$ cat src/rtl/audio_pwm_capture_if.sv
// Sample stream handshake between audio_pwm_capture and its consumer.
// The master side is the capture block: it presents the FIFO head sample and
// its valid flag. The slave side (the consumer) returns sample_ready.
interface audio_pwm_capture_if;

  logic [7:0] sample_data;
  logic       sample_valid;
  logic       sample_ready;

  modport master (
    output sample_data,
    output sample_valid,
    input  sample_ready
  );

  modport slave (
    input  sample_data,
    input  sample_valid,
    output sample_ready
  );

endinterface

$ cat src/rtl/audio_pwm_capture.sv
// audio_pwm_capture: recovers 8-bit unsigned audio samples from a 1-bit PWM
// stream with a 256-clock frame. Each frame counts the clocks in which the
// conditioned input is high, saturates the count to 8 bits and queues the
// result in a small circular FIFO drained through a valid/ready handshake.
//
// Optional feature: define PWM_CAPTURE_GLITCH_FILTER_EN to insert a 3-tap
// majority filter after the input synchronizer. This rejects isolated
// single-clock pulses and raises the input latency from 2 to 4 clocks.
// The default build (macro undefined) feeds the synchronizer output straight
// into the high counter.
//
// FIFO_DEPTH must be a power of two in 2..16 so that the pointers wrap
// naturally on overflow of their binary width.
module audio_pwm_capture #(
  parameter int unsigned FIFO_DEPTH = 4
) (
  input  logic                       clk,
  input  logic                       rst_n,
  input  logic                       ena,
  input  logic                       pwm_in,
  input  logic                       clr_ovf,
  audio_pwm_capture_if.master        smp,
  output logic                       overflow,
  output logic                       frame_sync
);

  localparam int unsigned AddrW = (FIFO_DEPTH > 1) ? $clog2(FIFO_DEPTH) : 1;
  localparam int unsigned CntW  = AddrW + 1;
  localparam logic [CntW-1:0] FullCnt = CntW'(FIFO_DEPTH);

  // ---------------------------------------------------------------------------
  // Input conditioning
  // ---------------------------------------------------------------------------
  logic [1:0] sync_q;
  logic       pwm_bit;

  // Two-flop synchronizer for the asynchronous PWM input.
  always_ff @(posedge clk or negedge rst_n) begin
    if (!rst_n) begin
      sync_q <= '0;
    end else begin
      sync_q <= {sync_q[0], pwm_in};
    end
  end

`ifdef PWM_CAPTURE_GLITCH_FILTER_EN
  logic [1:0] tap_q;
  logic       flt_q;
  logic       maj;

  // Majority of the current synchronizer output and the two previous ones.
  assign maj = (sync_q[1] & tap_q[0]) | (sync_q[1] & tap_q[1]) | (tap_q[0] & tap_q[1]);

  // Filter delay line plus a registered majority output.
  always_ff @(posedge clk or negedge rst_n) begin
    if (!rst_n) begin
      tap_q <= '0;
      flt_q <= 1'b0;
    end else begin
      tap_q <= {tap_q[0], sync_q[1]};
      flt_q <= maj;
    end
  end

  assign pwm_bit = flt_q;
`else
  assign pwm_bit = sync_q[1];
`endif

  // ---------------------------------------------------------------------------
  // Frame measurement
  // ---------------------------------------------------------------------------
  logic [7:0] frame_cnt_q;
  logic [8:0] high_cnt_q;
  logic [8:0] high_total;
  logic [7:0] sample_new;
  logic       frame_close;

  // The closing clock's own bit is part of the frame; 256 saturates to 8'hFF.
  assign frame_close = ena && (frame_cnt_q == 8'hFF);
  assign high_total  = high_cnt_q + {8'd0, pwm_bit};
  assign sample_new  = high_total[8] ? 8'hFF : high_total[7:0];
  assign frame_sync  = frame_close;

  // Frame and high counters; both parked at zero while disabled so that a
  // fresh enable always starts a whole frame.
  always_ff @(posedge clk or negedge rst_n) begin
    if (!rst_n) begin
      frame_cnt_q <= '0;
      high_cnt_q  <= '0;
    end else if (!ena) begin
      frame_cnt_q <= '0;
      high_cnt_q  <= '0;
    end else begin
      frame_cnt_q <= frame_cnt_q + 8'd1;
      high_cnt_q  <= frame_close ? 9'd0 : high_total;
    end
  end

  // ---------------------------------------------------------------------------
  // Sample FIFO
  // ---------------------------------------------------------------------------
  logic [7:0]       mem_q [FIFO_DEPTH];
  logic [AddrW-1:0] wr_ptr_q;
  logic [AddrW-1:0] rd_ptr_q;
  logic [CntW-1:0]  count_q;
  logic [CntW-1:0]  count_d;
  logic             empty;
  logic             full;
  logic             push;
  logic             pop;
  logic             push_ok;
  logic             ovf_set;

  assign empty   = (count_q == '0);
  assign full    = (count_q == FullCnt);
  assign push    = frame_close;
  assign pop     = !empty && smp.sample_ready;
  // A pop on the same edge frees the slot the push needs.
  assign push_ok = push && (!full || pop);
  assign ovf_set = push && full && !pop;

  // Occupancy next state from the accepted push/pop pair.
  always_comb begin
    count_d = count_q;
    unique case ({push_ok, pop})
      2'b10:   count_d = count_q + CntW'(1);
      2'b01:   count_d = count_q - CntW'(1);
      default: count_d = count_q;
    endcase
  end

  // Pointers and occupancy.
  always_ff @(posedge clk or negedge rst_n) begin
    if (!rst_n) begin
      wr_ptr_q <= '0;
      rd_ptr_q <= '0;
      count_q  <= '0;
    end else begin
      if (push_ok) begin
        wr_ptr_q <= wr_ptr_q + AddrW'(1);
      end
      if (pop) begin
        rd_ptr_q <= rd_ptr_q + AddrW'(1);
      end
      count_q <= count_d;
    end
  end

  // Sample storage; contents are don't-care until written, so no reset.
  always_ff @(posedge clk) begin
    if (push_ok) begin
      mem_q[wr_ptr_q] <= sample_new;
    end
  end

  // Head is masked while empty so the output reads zero during and after reset.
  assign smp.sample_valid = !empty;
  assign smp.sample_data  = empty ? 8'h00 : mem_q[rd_ptr_q];

  // ---------------------------------------------------------------------------
  // Overflow flag
  // ---------------------------------------------------------------------------

  // Sticky drop indicator; a new drop beats a simultaneous clear.
  always_ff @(posedge clk or negedge rst_n) begin
    if (!rst_n) begin
      overflow <= 1'b0;
    end else if (ovf_set) begin
      overflow <= 1'b1;
    end else if (clr_ovf) begin
      overflow <= 1'b0;
    end
  end

endmodule
$ cat src/flat_wrapper.sv
// flat-port wrapper written by rule: the top's interface ports become plain ports
module audio_pwm_capture_flat 
#(
  parameter int unsigned FIFO_DEPTH = 4
)
  (clk, rst_n, ena, pwm_in, clr_ovf, overflow, frame_sync, smp_sample_data, smp_sample_valid, smp_sample_ready);
  audio_pwm_capture_if smp_i ();
  input  logic clk;
  input  logic rst_n;
  input  logic ena;
  input  logic pwm_in;
  input  logic clr_ovf;
  output logic overflow;
  output logic frame_sync;
  output wire logic [$bits(smp_i.sample_data)-1:0] smp_sample_data;
  output wire logic [$bits(smp_i.sample_valid)-1:0] smp_sample_valid;
  input wire logic [$bits(smp_i.sample_ready)-1:0] smp_sample_ready;
  assign smp_sample_data = smp_i.sample_data;
  assign smp_sample_valid = smp_i.sample_valid;
  assign smp_i.sample_ready = smp_sample_ready;
  audio_pwm_capture #(.FIFO_DEPTH(FIFO_DEPTH)) u_core (.clk(clk), .rst_n(rst_n), .ena(ena), .pwm_in(pwm_in), .clr_ovf(clr_ovf), .smp(smp_i), .overflow(overflow), .frame_sync(frame_sync));
endmodule
$ cat config.mk
export PLATFORM = sky130hd
export DESIGN_NAME = audio_pwm_capture_flat
export DESIGN_NICKNAME = d
export VERILOG_FILES = /design/src/rtl/audio_pwm_capture_if.sv /design/src/rtl/audio_pwm_capture.sv /design/src/flat_wrapper.sv
export SDC_FILE = /design/constraint.sdc
export NUM_CORES = 1
export LEC_CHECK = 0
export CORE_MARGIN = 2
export CORE_UTILIZATION = 40
export CTS_CLUSTER_DIAMETER = 30
export DETAILED_ROUTE_END_ITERATION = 10
export GPL_TIMING_DRIVEN = 1
export SYNTH_ARGS = -nofsm -noshare
export SYNTH_HDL_FRONTEND = slang
export SYNTH_SLANG_ARGS = --single-unit
$ cat constraint.sdc
create_clock -name clk -period 2.95 [get_ports clk]
set_input_delay 0.4425 -clock clk [delete_from_list [all_inputs] [get_ports clk]]
set_output_delay 0.4425 -clock clk [all_outputs]
set_load 0.01 [all_outputs]
==> results of run 1 <==
-- cell usage after synthesis (all sizes together) --
cell type	n	area (µm²)
a31oi	5	46.3
a41o	1	10.0
and2	15	93.8
and3	6	40.0
and4	3	28.8
buf	5	36.3
clkbuf	3	11.3
dfrtp	27	676
edfxtp	32	961
fa	1	20.0
ha	7	87.6
inv	8	35.0
mux2	1	15.0
mux2i	1	10.0
mux4	8	180
nand2	8	30.0
nand3	11	67.6
nand4	4	25.0
nor2	19	73.8
nor2b	1	6.26
nor3	5	25.0
nor4	1	12.5
o211ai	1	7.51
o21ai	1	8.76
o221ai	1	8.76
o31a	1	8.76
o31ai	2	20.0
o32a	1	10.0
o41ai	1	16.3
or3	1	6.26
xnor2	12	105
xor2	7	61.3
-- power by group --
part / internal, µW / switching (µW) / leakage (µW)
clock: 293 / 289 / 0.0000796
sequential: 911 / 111 / 0.000655
combinational: 370 / 226 / 0.000494
total: 1570 / 626 / 0.00123
-- final timing paths --
check	to	slack, ns	depth (start not counted)	startpoint
max	smp_sample_data[1]	0.28	3	u_core.rd_ptr_q[0]
min	u_core.sync_q[1]	0.35	0	u_core.sync_q[0]
max reg2reg	u_core.count_q[2]	0.66	6	u_core.count_q[2]
min reg2reg	u_core.sync_q[1]	0.35	0	u_core.sync_q[0]
max in group asynchronous	u_core.frame_cnt_q[6]	2.20	2	rst_n
min in group asynchronous	u_core.high_cnt_q[6]	0.48	2	rst_n
-- cell families after synthesis --
group | synth area share (%)
simple gates | 14.9
flops | 59.6
xor+xnor | 6.06
buf+inv | 3.01
compound gates | 4.97
mux | 7.48
fa+ha+maj | 3.92
-- critical path, stage by stage (launching register included) --
cell and delay [ns]:
dfrtp_1 0.68, mux4_2 0.59, and2_1 0.17, clkdlybuf4s50_1 0.46
-- cell type report --
cell class,instances,area (µm²),area share (%)
clock inverter,5,21.3,0.681
inverter,8,35.0,1.12
clock buffer,11,131,4.21
multi-input combinational,125,1020,32.8
tap,80,100,3.20
sequential,59,1640,52.4
timing repair buffer,18,175,5.61
-- routing by layer --
metal	wire, µm	GRT usage [%]	up-vias
li1	-	-	768
met1	2210	17.7	774
met2	2010	20.1	19
met3	115	4.10	8
met4	93	6.82	0
met5	0	0	-
-- through the flow --
| stage | cells | power [µW] | utilization, % | instance area [µm²] |
|---|---|---|---|---|
| after floorplan | 200 | 1400 | - | 2740 |
| after global placement | 290 | 1630 | 44.2 | 2970 |
| after detailed placement | 290 | 1640 | 44.2 | 2970 |
| after CTS | 306 | 2230 | 46.5 | 3120 |
| after global routing | 306 | 2330 | 46.5 | 3120 |
| final | 306 | 2200 | 46.5 | 3120 |
-- flip-flops by register name (all words and copies together) (netlist names) --
name and cells:
u_core.frame_cnt_q 8, u_core.count_q 3, u_core.mem_q 32, u_core.high_cnt_q 9
u_core.overflow 1, u_core.wr_ptr_q 2, u_core.rd_ptr_q 2, u_core.sync_q 2
==> metrics.csv, run 1 <==
stage,metric,value,unit
layout,n_diodes,0,
routing,vias post-DR,1569,
global_routing,largest net degree at the start of global routing,28,
worst_setup_path,Setup CP Type,reg -> out,
worst_setup_path,crit start category,flop,
sta,Pins Over Slew Limit,0,
power,peak supply drop,0.183,mV
layout,final net count,235,
sta,Final period util,90.6,%
synthesis,syn avg cell area,13.7,µm²
layout,share of layout cells above drive strength 1,15.0,%
floorplan,Initial Util,40.8,%
placement,post-DP HPWL,3.05,mm
synthesis,synth unique cells,42,
routing,WL per Instance,14.5,µm
synthesis,Yosys reg bits,59,
global_routing,initial antenna violation count,0,
cts,CTS Hold Bufs,0,
sta,Fin. Hold Viols,0,
floorplan,Core ar.,6720,µm²
cts,total CTS buffers,9,
cts,Skew-Pair Late Insertion Delay,0.33,ns
routing,Total Routed Length,4.43,mm
cts,# resized after CTS,0,
worst_hold_path,worst hold path type,reg -> reg,
routing,Antenna Nets Post-Route,0,
synthesis,syn_nets,214,
cts,post-CTS setup buffers,0,
sta,clk_skew,0.0108,ns
routing,drt drc,0,
placement,IO Port Bufs,16,
synthesis,Synth Instances,200,
sta,Worst-Margin Slew,0.544,ns
global_routing,GRT overflow,0,
placement,gpl congestion,0.763,
sta,final period demand of the worst path,2.67,ns
worst_setup_path,Crit. End Element,output pin,
worst_setup_path,Required @ worst endpoint,2.51,ns
sta,Setup-failing EPs final,0,
floorplan,Die X,86.8,µm
routing,first drt pass iteration count,4,
floorplan,I/O pin count,17,
synthesis,register area share after synthesis,59.6,%
cts,clock sinks,59,
sta,hold_ws,0.355,ns
sta,fmax,374,MHz
global_routing,gr usage total,13.4,%
cts,Root Driver,clkbuf_8,
layout,most frequent cells in the layout,"32 x edfxtp_1, 27 x dfrtp_1, 18 x nor2_1",
sta,Worst slew margin,63.7,%
run,max_cap viols,0,
cts,Clock Tree Buf Depth,2,
worst_setup_path,worst endpoint data arrival time,2.23,ns
synthesis,cell area after synthesis,2740,µm²
run_status,status,finished clean,
routing,DR vias/cell,5.13,
sta,RSZ-0062 raised after global routing,no,
placement,dpl ws,0.496,ns
sta,final setup margin,0.277,ns
floorplan,# rows,30,
global_routing,global-route wire length before repair,7.49,mm
floorplan,die area,7540,µm²
sta,Final TNS setup,0,ns
synthesis,Synth Warn #,0,
cts,clock transition at the registers of the reported paths,0.06,ns
layout,Fill cells,581,
cts,# H-tree levels,3,
power,PD cells,704,nW/µm²
layout,Area Growth Syn to Fin,13.9,%
global_routing,vias in the first global route,1501,
routing,Initial DRC Count,69,
power,Leakage,0.00123,µW
cts,CTS tree,done,
floorplan,die height,86.8,µm
worst_setup_path,Worst Path Max Fanout,9,
layout,"commonest non-fill, non-tap cell in the layout",edfxtp_1,
No activity file was read; power rests on OpenSTA's default activity.
==> run 2: changes to the inputs <==
--- a/config.mk
+++ b/config.mk
@@ -5,7 +5,6 @@
 export SDC_FILE = /design/constraint.sdc
 export NUM_CORES = 1
 export LEC_CHECK = 0
-export CORE_MARGIN = 2
 export CORE_UTILIZATION = 40
 export CTS_CLUSTER_DIAMETER = 30
 export DETAILED_ROUTE_END_ITERATION = 10
==> metrics.csv, run 2 (synthesis gave the netlist of run 1 again) <==
stage,metric,value,unit,change
routing,WL per Instance,14.9,µm,was 14.5 µm
cts,Root Driver,clkbuf_8,,unchanged
cts,CTS Hold Bufs,0,,unchanged
sta,Fin. Hold Viols,0,,unchanged
run_status,failing checks,DRC,,
floorplan,I/O pin count,17,,unchanged
power,Leakage,0.00124,µW,was 0.00123 µW
placement,cell area after placement,2970,µm²,about the same
cts,clock sinks,59,,unchanged
layout,n_diodes,0,,unchanged
floorplan,Core ar.,6490,µm²,was 6720 µm²
sta,Final TNS setup,0,ns,unchanged
routing,Antenna Nets Post-Route,0,,unchanged
layout,Finished Cell Area,3160,µm²,was 3120 µm²
routing,DR vias/cell,5.21,,was 5.13
layout,"commonest non-fill, non-tap cell in the layout",edfxtp_1,,unchanged
placement,post-DP HPWL,3.04,mm,was 3.05 mm
routing,first drt pass iteration count,8,,was 4
cts,# H-tree levels,3,,unchanged
sta,Setup-failing EPs final,0,,unchanged
worst_setup_path,worst endpoint data arrival time,2.21,ns,was 2.23 ns
run,max_cap viols,0,,unchanged
cts,# resized after CTS,0,,unchanged
worst_setup_path,Crit. End Element,output pin,,unchanged
power,total power,2320,µW,was 2200 µW
layout,most frequent cells in the layout,"32 x edfxtp_1, 27 x dfrtp_1, 18 x nor2_1",,unchanged
power,PD cells,734,nW/µm²,was 704 nW/µm²
worst_setup_path,Required @ worst endpoint,2.51,ns,about the same
layout,max reg flops,32,,unchanged
worst_hold_path,worst hold path type,reg -> reg,,unchanged
sta,clk_skew,0.0129,ns,was 0.0108 ns
global_routing,largest net degree at the start of global routing,28,,unchanged
sta,Worst-Margin Slew,0.535,ns,was 0.544 ns
placement,IO Port Bufs,16,,unchanged
global_routing,GRT overflow,0,,unchanged
floorplan,die area,7200,µm²,was 7540 µm²
cts,Clock Tree Buf Depth,2,,unchanged
routing,vias post-DR,1580,,was 1569
worst_setup_path,Setup CP Type,reg -> out,,unchanged
floorplan,die height,84.8,µm,was 86.8 µm
global_routing,global-route wire length before repair,7.78,mm,was 7.49 mm
worst_setup_path,Worst Path Max Fanout,9,,unchanged
sta,hold_ws,0.347,ns,was 0.355 ns
worst_setup_path,"slowest stage delay, CP",0.68,ns,about the same
sta,Final period util,89.9,%,was 90.6%
global_routing,gr usage total,14.5,%,was 13.4%
routing,Total Routed Length,4.51,mm,was 4.43 mm
sta,RSZ-0062 raised after global routing,no,,unchanged
global_routing,initial antenna violation count,0,,unchanged
worst_setup_path,"delay-heaviest family, CP",flip-flops,,unchanged
routing,Initial DRC Count,69,,unchanged
cts,total CTS buffers,9,,unchanged
global_routing,vias in the first global route,1560,,was 1501
worst_setup_path,crit start category,flop,,unchanged
cts,Skew-Pair Late Insertion Delay,0.33,ns,about the same
power,peak supply drop,0.213,mV,was 0.183 mV
cts,post-CTS setup buffers,0,,unchanged
sta,Worst slew margin,64.3,%,was 63.7%
sta,fmax,377,MHz,was 374 MHz
worst_setup_path,CP max-delay cell,dfrtp_1,,unchanged
layout,Area Growth Syn to Fin,15.2,%,was 13.9%
floorplan,Initial Util,42.2,%,was 40.8%
layout,share of layout cells above drive strength 1,16.8,%,was 15.0%
sta,Pins Over Slew Limit,0,,unchanged
layout,final net count,235,,unchanged
cts,clock transition at the registers of the reported paths,0.07,ns,was 0.06 ns
routing,drt drc,4,,was 0
floorplan,# rows,29,,was 30
sta,final period demand of the worst path,2.65,ns,was 2.67 ns
layout,Top Registers,"u_core.mem_q x32, u_core.high_cnt_q x9, u_core.frame_cnt_q x8",,unchanged
run_status,status,"finished, violations left",,was finished clean
worst_setup_path,WP buf/inv,1,,unchanged
worst_setup_path,crit path cell chain,"mux4_2, and2_1, clkdlybuf4s50_1",,unchanged
placement,gpl congestion,0.797,,was 0.763
floorplan,Die X,84.8,µm,was 86.8 µm
layout,Reg with most FFs,u_core.mem_q,,unchanged
cts,CTS tree,done,,unchanged
[run 2: changes by cell type in the layout (fill, tap and decap cells not counted), sizes merged]
cell	before	now
clkbuf	11	10
clkinvlp	0	3
bufinv	0	1
clkinv	5	2
[run 2: per-stage QoR]
| step | utilization [%] | cells | setup slack (ns) |
|---|---|---|---|
| 4_1_cts | 48.7 | 303 | 0.223 |
| 5_1_grt | 48.7 | 303 | 0.135 |
| 3_5_place_dp | 45.7 | 287 | 0.487 |
| 3_3_place_gp | 45.7 | 287 | 0.535 |
| 6_report | 48.7 | 303 | 0.298 |
| 2_1_floorplan | - | 200 | 0.802 |
[run 2: worst paths after layout]
kind	start	to	slack, ns	depth (start not counted)
max in group asynchronous	rst_n	u_core.wr_ptr_q[0]	2.19	2
worst min register to register	u_core.sync_q[0]	u_core.sync_q[1]	0.35	0
worst max register to register	u_core.count_q[2]	u_core.count_q[2]	0.64	6
min in group asynchronous	rst_n	u_core.high_cnt_q[7]	0.49	2
worst max-delay path	u_core.rd_ptr_q[0]	smp_sample_data[1]	0.30	3
worst min-delay path	u_core.sync_q[0]	u_core.sync_q[1]	0.35	0
[run 2: worst register-to-register path: stages, from the launching register on]
cell and delay, ns:
dfrtp_1 0.48, or3_1 0.56, nand2_1 0.16, nor2_1 0.07, fa_1 0.44, o32a_1 0.37
o211ai_1 0.15
[run 2: per-layer routing]
metal | vias to the layer above | global-route usage [%] | routed length, µm | share of wire [%]
met5 | - | 0 | 0 | 0
met4 | 0 | 8.32 | 63 | 1.4
met3 | 5 | 3.21 | 96 | 2.1
met2 | 20 | 20.9 | 2090 | 46
met1 | 786 | 20.4 | 2260 | 50
li1 | 769 | - | - | -
[run 2: report_power, final]
part           switching, µW  total [µW]  internal (µW)
logic                    220         588            368
clock network            321         711            390
registers                111        1020            911
total                    653        2320           1670
[run 2: final cells by class]
class	count	area (µm²)
clock buffers	10	128
clock inverters	6	66.3
fillers	571	3330
inverters	8	35.0
multi-input cells	125	1020
flip-flops and latches	59	1640
well taps	77	96.3
repair buffers	18	175
==> run 3: changes to the inputs <==
--- a/config.mk
+++ b/config.mk
@@ -9,6 +9,7 @@
 export CTS_CLUSTER_DIAMETER = 30
 export DETAILED_ROUTE_END_ITERATION = 10
 export GPL_TIMING_DRIVEN = 1
+export SETUP_SLACK_MARGIN = 0.1
 export SYNTH_ARGS = -nofsm -noshare
 export SYNTH_HDL_FRONTEND = slang
 export SYNTH_SLANG_ARGS = --single-unit
==> results of run 3 <==
No change in the layout: final DEF, timing and power equal those of run 2.
